## config.mk

```make
export PLATFORM = sky130hd
export DESIGN_NAME = preset_timer
export DESIGN_NICKNAME = d
export VERILOG_FILES = /design/src/rtl/timer_pkg.sv /design/src/rtl/tick_prescaler.sv /design/src/rtl/preset_timer.sv
export SDC_FILE = /design/constraint.sdc
export NUM_CORES = 1
export LEC_CHECK = 0
export ABC_AREA = 1
export CORE_ASPECT_RATIO = 1.25
export CORE_UTILIZATION = 52
export CTS_CLUSTER_SIZE = 16
export DETAILED_ROUTE_END_ITERATION = 7
export PLACE_DENSITY = 0.79
export SETUP_SLACK_MARGIN = 0.1
export SLEW_MARGIN = 20
export SYNTH_ARGS = -nofsm -noshare
export SYNTH_HDL_FRONTEND = slang
export SYNTH_SLANG_ARGS = --single-unit
```

## constraint.sdc

```tcl
create_clock -name clk -period 4.64 [get_ports clk]
set_input_delay 0.696 -clock clk [delete_from_list [all_inputs] [get_ports clk]]
set_output_delay 0.696 -clock clk [all_outputs]
set_load 0.03 [all_outputs]
```

## src/rtl/timer_pkg.sv

```systemverilog
// timer_pkg: shared state encoding and count-direction constants for preset_timer.
package timer_pkg;

   typedef enum logic [1:0] {
      IDLE = 2'd0,
      RUN  = 2'd1,
      DONE = 2'd2
   } state_t;

   localparam logic DIR_DOWN = 1'b0;
   localparam logic DIR_UP   = 1'b1;

endpackage

```

## src/rtl/tick_prescaler.sv

```systemverilog
// tick_prescaler: emits one tick every ps_div+1 clocks while run is high.
// Used by preset_timer only when PRESCALER_EN is defined.
module tick_prescaler #(
   parameter int PS_WIDTH = 8
) (
   input  logic                clk,
   input  logic                rst,
   input  logic                run,
   input  logic                clear,
   input  logic [PS_WIDTH-1:0] ps_div,
   output logic                tick
);

   logic [PS_WIDTH-1:0] ps_cnt;

   assign tick = run && (ps_cnt == ps_div);

   always_ff @(posedge clk or posedge rst) begin
      if (rst) begin
         ps_cnt <= '0;
      end else if (clear || tick) begin
         ps_cnt <= '0;
      end else if (run) begin
         ps_cnt <= ps_cnt + PS_WIDTH'(1);
      end
   end

endmodule

```

## src/rtl/preset_timer.sv

```systemverilog
// preset_timer: loadable up/down timer, one-shot or periodic, with a registered one-cycle tc pulse.
// Define PRESCALER_EN to add the ps_div input and slow the count tick through tick_prescaler.
module preset_timer
   import timer_pkg::*;
#(
   parameter int WIDTH    = 5,
   parameter int PS_WIDTH = 8
) (
   input  logic                clk,
   input  logic                rst,
   input  logic                load,
   input  logic                dir,
   input  logic [WIDTH-1:0]    data,
   input  logic                start,
   input  logic                stop,
   input  logic                auto_reload,
`ifdef PRESCALER_EN
   input  logic [PS_WIDTH-1:0] ps_div,
`endif
   output logic [WIDTH-1:0]    count,
   output logic                tc,
   output logic                busy,
   output logic                done
);

   if (WIDTH < 2 || WIDTH > 32 || PS_WIDTH < 1) begin : g_param_check
      $error("preset_timer: WIDTH must be 2..32 and PS_WIDTH at least 1");
   end

   state_t           state, state_nxt;
   logic [WIDTH-1:0] reload_reg, reload_nxt;
   logic [WIDTH-1:0] count_nxt;
   logic             dir_q, dir_nxt;
   logic             auto_q, auto_nxt;
   logic             tc_nxt;
   logic             tick;
   logic [WIDTH-1:0] term_val;
   logic [WIDTH-1:0] init_val;
   logic             at_term;

   // Up-counting runs 0 -> reload_reg, down-counting runs reload_reg -> 0.
   assign term_val = (dir_q == DIR_UP) ? reload_reg : '0;
   assign init_val = (dir_q == DIR_UP) ? '0 : reload_reg;
   assign at_term  = (count == term_val);

`ifdef PRESCALER_EN
   logic ps_clear;

   assign ps_clear = load || stop || (start && state != RUN) ||
                     (state == RUN && tick && at_term);

   tick_prescaler #(
      .PS_WIDTH (PS_WIDTH)
   ) u_prescaler (
      .clk    (clk),
      .rst    (rst),
      .run    (state == RUN),
      .clear  (ps_clear),
      .ps_div (ps_div),
      .tick   (tick)
   );
`else
   assign tick = 1'b1;
`endif

   // NOTE: every variable gets its default first, so no path can leave one unassigned and infer a latch.
   always_comb begin
      state_nxt  = state;
      count_nxt  = count;
      reload_nxt = reload_reg;
      dir_nxt    = dir_q;
      auto_nxt   = auto_q;
      tc_nxt     = 1'b0;

      if (load) begin
         reload_nxt = data;
         dir_nxt    = dir;
         state_nxt  = IDLE;
         count_nxt  = (dir == DIR_UP) ? '0 : data;
      end else if (stop) begin
         if (state == RUN) begin
            state_nxt = IDLE;
         end
      end else if (start && state != RUN) begin
         state_nxt = RUN;
         auto_nxt  = auto_reload;
         if (state == DONE) begin
            count_nxt = init_val;
         end
      end else if (state == RUN && tick) begin
         if (at_term) begin
            tc_nxt = 1'b1;
            if (auto_q) begin
               count_nxt = init_val;
            end else begin
               state_nxt = DONE;
            end
         end else if (dir_q == DIR_UP) begin
            count_nxt = count + WIDTH'(1);
         end else begin
            count_nxt = count - WIDTH'(1);
         end
      end
   end

   // NOTE: registers use non-blocking assignments so all of them sample pre-edge values together.
   always_ff @(posedge clk or posedge rst) begin
      if (rst) begin
         state      <= IDLE;
         count      <= '0;
         reload_reg <= '0;
         dir_q      <= DIR_DOWN;
         auto_q     <= 1'b0;
         tc         <= 1'b0;
      end else begin
         state      <= state_nxt;
         count      <= count_nxt;
         reload_reg <= reload_nxt;
         dir_q      <= dir_nxt;
         auto_q     <= auto_nxt;
         tc         <= tc_nxt;
      end
   end

   assign busy = (state == RUN);
   assign done = (state == DONE);

endmodule
```

==> results of run 1 <==
metal layers:
layer	vias up	share of wire	wire length (um)	track usage
met5	-	0	0	0
li1	565	-	-	-
met2	24	0.53	1340	0.455
met1	474	0.42	1070	0.296
met4	0	0.011	27	0.104
met3	4	0.033	82	0.0235
kinds of logic (layout without fill, tap and decap cells):
| family | after synthesis | after routing | synth area share |
|---|---|---|---|
| AO/OA/AOI/OAI | 10 | 10 | 0.0472 |
| XOR/XNOR | 4 | 4 | 0.0315 |
| multiplexers | 1 | 1 | 0.0101 |
| buffers and inverters | 23 | 42 | 0.0865 |
| AND/OR/NAND/NOR | 108 | 108 | 0.436 |
| adder cells (fa/ha/maj) | 4 | 4 | 0.0517 |
| flip-flops | 15 | 15 | 0.337 |
worst max-delay path by stage:
stage	from	end	slack (ns)	cells past startpoint
after global placement	load	count[1]	2.24	7
after detailed placement	load	count[4]	2.17	7
final	state[1]	busy	2.35	2
after CTS	state[1]	busy	2.34	2
after floorplan	count[0]	count[4]	2.79	11
after global routing	dir_q	count[4]	2.22	11
power by group through the flow:
stage	sequential (mW)	clock, mW	combinational (mW)
finish	0.186	0.0751	0.283
CTS	0.185	0.0740	0.283
detailed placement	0.188	0	0.281
global route	0.189	0.0807	0.313
global placement	0.187	0	0.272
floorplan	0.206	0	0.178
synthesized netlist by cell type:
cell	instances	area, um2
buf_6	1	11.3
buf_2	1	5.00
clkinv_1	1	3.75
nor4_1	1	6.26
nand3_1	19	95.1
xnor2_1	1	8.76
ha_1	3	37.5
inv_2	1	3.75
a21oi_1	2	10.0
nand4_1	2	12.5
nand2_2	1	6.26
o21ai_0	3	15.0
nor2_2	4	25.0
dfrtp_1	15	375
nand4_2	1	12.5
mux2_2	1	11.3
xor2_1	3	26.3
nor2_1	6	22.5
inv_1	16	60.1
buf_1	1	3.75
nand3b_1	2	15.0
clkbuf_1	1	3.75
nand3_4	1	17.5
nand2_1	70	263
o21ai_1	4	20.0
clkinv_2	1	5.00
fa_1	1	20.0
nand3_2	1	10.0
o211ai_1	1	7.51
final cells by class:
class	count	area, um2
fillers	184	673
multi-input cells	127	642
well taps	20	25.0
clock buffers	4	26.3
inverters	19	72.6
flip-flops and latches	15	375
repair buffers	19	190
worst register-to-register path, delay by kind of cell (launching register included):
kind | cells | cell delay (ns)
AND/OR/NAND/NOR | 7 | 0.48
adder cells (fa/ha/maj) | 1 | 0.38
AO/OA/AOI/OAI | 1 | 0.16
flip-flops | 1 | 0.67
buffers and inverters | 1 | 0.27
XOR/XNOR | 1 | 0.16
stage by stage:
step	std cells	utilization	hold slack, ns	power [mW]	setup slack, ns
final	204	0.664	0.484	0.544	2.35
after global routing	204	0.664	0.513	0.583	2.22
after CTS	204	0.664	0.484	0.543	2.34
after detailed placement	200	0.651	0.464	0.469	2.17
after global placement	200	0.651	0.467	0.458	2.24
after floorplan	165	-	0.442	0.384	2.79
==> metrics.txt, run 1 <==
cell row count=18; post_cts resized=0; Max Clk Rate=437 MHz; die width=43.4 um; CTS buffer count=3; fin crit period=2.29 ns; Vias per Instance=5.23; I/O Buffers=19; CP endpoint kind=primary output; cell area after placement=0.00131 mm2; Final Slew Violations=0; Post-Syn Area=0.00111 mm2; syn avg cell area=6.75 um2; share of cells above drive strength 1=0.0761; WL per Instance=12.4 um; P_int=0.299 mW; sequential share of the synthesized area=0.337; Detailed Place HPWL=2000 um; min-delay src=state[0]; warnings from Yosys=0; # Post-CTS Setup Buffers=0; DRT antenna net count=0; Relative slew margins=0.634; vias in the first global route=995; Netlist cell types=29; die area=0.00233 mm2; Hold Vio Cnt, Final=0; fin nets=201; Starting DRT DRC Count=48; Buf/Inv on CP=1; CORE AREA=0.00200 mm2; sw power=0.245 mW; clk_skew=0.00351 ns; Routed WL=2520 um; CTS tree=yes; total track usage=0.248; Crit path max-delay family=buffers and inverters; num ports=20; Cell Pwr Density=409 mW/mm2; initial core utilization=0.556; Data arrival, critical path=1.59 ns; commonest non-fill, non-tap cells in the layout=nand2_1 (70), nand3_1 (19), clkdlybuf4s50_1 (19); maximum VDD drop=0.243 mV; final instance area=0.00133 mm2; RR Startpoint=dir_q; outcome=complete, no violations; CTS H-tree depth=1; commonest non-fill, non-tap cell in the layout=nand2_1; reg2reg path depth=11; # clock sinks=15; RSZ-0062 raised after global routing=false; Hold EP=state[0]; clock group share of total power=0.138; Tcrit/Tclk final=0.494; setup TNS=0 ns; Hold Crit Class=register to register; routed vias=1067; R2R Setup Slk=2.44 ns; Slowest-stage cell, CP=clkdlybuf4s50_1; GR Overflow Total=0; switching share of power=0.451; DRC viols=0; # diodes=0; area grow syn2layout=19.6%; gpl congestion=0.826; Crit Path Class=register to primary output; largest net degree at the start of global routing=19; clk slew on worst S/H paths=0.09 ns; Cells after Synth=165; Hold-fix buffers, CTS=0; Critical Path Max Stage Delay=0.71 ns; 1st-pass router iterations=5; Clock Latency Late Sink=0.28 ns; Mapped Nets=181; Root Buffer=clkbuf_4; worst-path maximum fanout=3; worst-margin pin slew=0.549 ns; WHS Path Cells=2; crit-path cells=nor2_1, clkdlybuf4s50_1; maximum root-to-sink buffer count=2; Lkg Pwr=0.700 nW; R2R Path End=count[4]; Die Y-Extent=53.7 um; Comb pwr share=0.520; CP startpoint kind=register; Req. time, crit path=3.94 ns; initial antenna violation count=0; Synth Register Bits=15; first-pass GRT wire length=4280 um; maxcap violations=0; Flop pwr share=0.342; final setup fails=0
Power figures use the tool's default switching activity.
==> run 2: changes to the inputs <==
Settings changed: CORE_UTILIZATION 52 to 46, PLACE_DENSITY 0.79 to 0.74.
Clock period 4.64 ns to 2.05 ns, I/O delays scaled along.
==> run 2 against run 1 <==
- final cell count rose by 6.9%
- first-iteration DRC count fell by 8.3%
- clock power increased by 120%
- sequential share of layout area down 0.73 points
- sequential power rose by 120%
- critical path type unchanged
- largest power group unchanged
==> metrics.txt, run 2 (synthesis gave the netlist of run 1 again) <==
total track usage=0.216 (-0.0314); maxcap violations=0 (unchanged); RSZ-0062 raised after global routing=false; Die Y-Extent=57.0 um (+6.1%); Detailed Place HPWL=1930 um (-3.6%); 1st-pass router iterations=4 (-1); Req. time, crit path=1.74 ns (-2.20 ns); clk_skew=0.00263 ns (-0.000880 ns); # diodes=0 (unchanged); hold_ws=0.394 ns (-0.0898 ns); die width=46.0 um (+6.0%); DRC viols=0 (unchanged); CTS buffer count=3 (unchanged); first-pass GRT wire length=4280 um (+0.14%); Hold-fix buffers, CTS=0 (unchanged); Routed WL=2460 um (-2.4%); pre-CTS setup slack=0.229 ns (-1.94 ns); fin nets=204 (+1.5%); final setup fails=0 (unchanged); Max Clk Rate=542 MHz; cell row count=19 (+1); Hold Crit Class=input port to asynchronous set/reset pin; die area=0.00262 mm2 (+12%); commonest non-fill, non-tap cell in the layout=nand2_1; area grow syn2layout=23.1%; Clock Latency Late Sink=0.27 ns (about the same); vias in the first global route=1066 (+7.1%); share of cells above drive strength 1=0.0963 (+0.0202); maximum root-to-sink buffer count=2 (unchanged); setup TNS=0 ns (unchanged); Tcrit/Tclk final=0.900; setup ws final=0.205 ns (-2.14 ns); commonest non-fill, non-tap cells in the layout=nand2_1 (70), nand3_1 (19), clkdlybuf4s50_1 (18); cell area after placement=0.00134 mm2 (+2.8%); routed vias=1119 (+4.9%); I/O Buffers=19 (unchanged); Starting DRT DRC Count=44 (-8.3%); CTS H-tree depth=1 (unchanged); GR Overflow Total=0 (unchanged); WL per Instance=11.3 um (-8.7%); Cell Pwr Density=896 mW/mm2 (+120%); post_cts resized=0 (unchanged); fin crit period=1.85 ns; initial antenna violation count=0 (unchanged); Final Slew Violations=0 (unchanged); Vias per Instance=5.13 (-1.9%); gpl congestion=0.815 (-1.2%); Crit Path Class=register to primary output; CP startpoint kind=register; # Post-CTS Setup Buffers=0 (unchanged); CP endpoint kind=primary output; CTS tree=yes; DRT antenna net count=0 (unchanged); final instance area=0.00137 mm2 (+3.0%); Relative slew margins=0.591 (-0.0425); # clock sinks=15 (unchanged); Hold Vio Cnt, Final=0 (unchanged); Lkg Pwr=0.729 nW (+4.2%); worst-path maximum fanout=2 (-1); maximum VDD drop=0.514 mV (+110%); Data arrival, critical path=1.54 ns (-0.05 ns); clk slew on worst S/H paths=0.09 ns (about the same); Root Buffer=clkbuf_4; largest net degree at the start of global routing=18 (-1); worst-margin pin slew=0.613 ns (+0.0637 ns); initial core utilization=0.498 (-0.0572); CORE AREA=0.00223 mm2 (+11%); num ports=20 (unchanged); outcome=complete, no violations
[run 2: final timing paths]
path | cells past startpoint | endpoint | from | slack (ns)
setup / recovery | 4 | done | state[0] | 0.20
hold / removal | 2 | state[1] | rst | 0.39
setup reg to reg | 11 | count[4] | dir_q | 0.26
hold reg to reg | 2 | state[0] | state[0] | 0.49
max in group asynchronous | 2 | dir_q | rst | 1.22
min in group clk | 2 | state[0] | state[0] | 0.49
[run 2: area by class of cell]
class | count | area [um2]
inverters | 19 | 72.6
flip-flops and latches | 15 | 377
clock buffers | 4 | 26.3
well taps | 31 | 38.8
repair buffers | 22 | 215
multi-input cells | 127 | 642
fillers | 234 | 863
[run 2: worst max-delay path, cell delays in order (launching register included)]
cell and delay [ns]:
dfrtp_1 0.39, inv_1 0.08, nand2_1 0.07, inv_1 0.06, clkdlybuf4s50_1 0.66
[run 2: per-stage QoR]
stage | power (mW) | cells | util
finish | 1.23 | 218 | 0.614
CTS | 1.24 | 218 | 0.612
detailed placement | 1.07 | 214 | 0.600
floorplan | 0.870 | 165 | -
global placement | 1.05 | 214 | 0.600
global route | 1.34 | 218 | 0.614
[run 2: power breakdown]
group | internal [mW] | switching, mW | total, mW
Combinational | 0.264 | 0.390 | 0.655
Sequential | 0.347 | 0.0596 | 0.407
Clock | 0.0753 | 0.0925 | 0.168
Total | 0.687 | 0.542 | 1.23
[run 2: per-layer routing]
metal / global-route usage / part of all wire
met2: 0.362 / 0.52
met3: 0.0253 / 0.030
met1: 0.278 / 0.43
met5: 0 / 0
met4: 0.0798 / 0.018
==> run 3: changes to the inputs <==
Settings changed: CELL_PAD_IN_SITES_DETAIL_PLACEMENT set to 1, CELL_PAD_IN_SITES_GLOBAL_PLACEMENT set to 1, CORE_UTILIZATION 46 to 33, PLACE_DENSITY 0.74 to not set, PLACE_DENSITY_LB_ADDON set to 0.1.
==> run 3 against run 2 <==
- final cell count rose by 2.8%
- largest cell class unchanged
- first-iteration DRC count decreased by 50%
- clock-buffer cell count shrank 1
- utilization is 18 points lower
- worst hold slack improved by 0.022 ns
- clock power rose by 50%
- critical path depth is 7 higher
- sequential cell count unchanged
- combinational power grew 3.7%
- non-clock buffer count unchanged
- sequential share of layout area decreased by 0.61 points
- die area is 38% higher
==> metrics.txt, run 3 (synthesis gave the netlist of run 1 again) <==
Vias per Instance=4.99 (-2.9%); largest net degree at the start of global routing=18 (unchanged); # clock sinks=15 (unchanged); I/O Buffers=19 (unchanged); outcome=complete, no violations; Hold-fix buffers, CTS=0 (unchanged); switching share of power=0.439 (-0.00259); Hold Vio Cnt, Final=0 (unchanged); worst-path maximum fanout=5 (+3); die area=0.00361 mm2 (+38%); Routed WL=3030 um (+23%); RR Startpoint=count[1]; Req. time, crit path=2.25 ns (+0.51 ns); Clock Latency Late Sink=0.26 ns (about the same); # diodes=0 (unchanged); RSZ-0062 raised after global routing=false; Cell Pwr Density=957 mW/mm2 (+6.8%); Filler Cells Inserted=429 (+83%); initial core utilization=0.345 (-0.153); CP startpoint kind=register; num ports=20 (unchanged); total power=1.34 mW (+8.8%); Flop pwr share=0.304 (-0.027); commonest non-fill, non-tap cells in the layout=nand2_1 (70), nand3_1 (19), clkdlybuf4s50_1 (18); clk slew on worst S/H paths=0.07 ns (-0.02 ns); first-pass GRT wire length=5080 um (+19%); total track usage=0.200 (-0.0166); clk_skew=0.00253 ns (-0.0000972 ns); routed vias=1117 (-0.18%); gpl congestion=0.764 (-6.3%); CP Launch Point=count[1]; Finished Core Util=0.434 (-0.180); clock group share of total power=0.188 (+0.052); CORE AREA=0.00322 mm2 (+44%); R2R Path End=count[4]; maximum VDD drop=0.505 mV (-1.6%); cell area after placement=0.00135 mm2 (+0.56%); Crit Path Class=register to register; Comb pwr share=0.508 (-0.025); die width=54.0 um (+17%); Data arrival, critical path=2.00 ns (+0.46 ns); 1st-pass router iterations=4 (unchanged); Relative slew margins=0.602 (+0.0110); final setup fails=0 (unchanged); P_int=0.751 mW (+9.3%); maximum root-to-sink buffer count=2 (unchanged); Multi-input gate area=642 um2 (unchanged); initial antenna violation count=0 (unchanged); commonest non-fill, non-tap cell in the layout=nand2_1; Max Clk Rate=556 MHz (+2.6%); CTS tree=yes; DRC viols=0 (unchanged); maxcap violations=0 (unchanged); CP endpoint kind=register; GR Overflow Total=0 (unchanged); cell row count=23 (+4); placed insts=220 (+2.8%); CTS H-tree depth=1 (unchanged); WL per Instance=13.5 um (+20%); Starting DRT DRC Count=22 (-50%); vias in the first global route=1139 (+6.8%); Die Y-Extent=66.9 um (+17%); sw power=0.587 mW (+8.2%); Root Buffer=clkbuf_8; Detailed Place HPWL=2430 um (+26%); area grow syn2layout=25.5%; Register Area=375 um2 (-0.33%); Hold Crit Class=input port to asynchronous set/reset pin; share of cells above drive strength 1=0.102 (+0.00535); Non-Filler Instances=224 (+2.8%); final instance area=0.00140 mm2 (+1.9%); Tcrit/Tclk final=0.877 (-0.0231); reg2reg path depth=11 (unchanged); DRT antenna net count=0 (unchanged); R2R Setup Slk=0.25 ns (about the same); CTS buffer count=3 (unchanged); worst-margin pin slew=0.596 ns (-0.0164 ns); Lkg Pwr=0.740 nW (+1.5%); fin crit period=1.80 ns (-0.0473 ns); fin nets=204 (unchanged); Final Slew Violations=0 (unchanged); setup TNS=0 ns (unchanged)
[run 3: routing by layer]
metal / wire length [um] / vias up / share of wire / GRT usage
li1: - / 566 / - / -
met1: 1370 / 532 / 0.45 / 0.238
met2: 1560 / 15 / 0.51 / 0.343
met3: 46 / 4 / 0.015 / 0.0205
met4: 60 / 0 / 0.020 / 0.0987
met5: 0 / - / 0 / 0
[run 3: cell type report]
| class | count | area share |
|---|---|---|
| clock buffer | 3 | 0.0295 |
| clock inverter | 1 | 0.00358 |
| inverter | 19 | 0.0519 |
| multi-input combinational | 127 | 0.459 |
| sequential | 15 | 0.269 |
| tap | 37 | 0.0331 |
| timing repair buffer | 22 | 0.154 |
[run 3: metrics by stage]
stage	setup WS, ns	hold WS, ns
after global routing	0.126	0.485
after floorplan	0.202	0.209
final	0.252	0.416
after CTS	0.158	0.440
after detailed placement	0.177	0.465
after global placement	0.249	0.466
[run 3: worst max-delay path, cell delays in order, from the launching register on]
cell and delay [ns]:
dfrtp_1 0.41, inv_1 0.10, fa_1 0.45, nand3b_1 0.18, nand2_1 0.08, xor2_1 0.17
nand2_1 0.07, nand3_1 0.07, nand2_1 0.06, nand2_1 0.05, nand2_1 0.04, nand2_1 0.06
[run 3: worst max path at each step]
stage | to | slack (ns)
global route | count[4] | 0.13
floorplan | count[4] | 0.20
CTS | busy | 0.16
global placement | count[0] | 0.25
finish | count[4] | 0.25
detailed placement | count[1] | 0.18
[run 3: what timing repair did]
| action | in CTS | in global routing |
|---|---|---|
| gates resized for setup | 0 | 2 |
| buffers inserted | 0 | 0 |
| setup endpoints to repair | 0 | 2 |
[run 3: power groups by stage]
stage,Combinational (mW),Sequential (mW),Clock (mW)
after global placement,0.667,0.408,0
after CTS,0.689,0.406,0.257
after global routing,0.760,0.414,0.267
after detailed placement,0.685,0.412,0
final,0.679,0.406,0.252
after floorplan,0.403,0.467,0
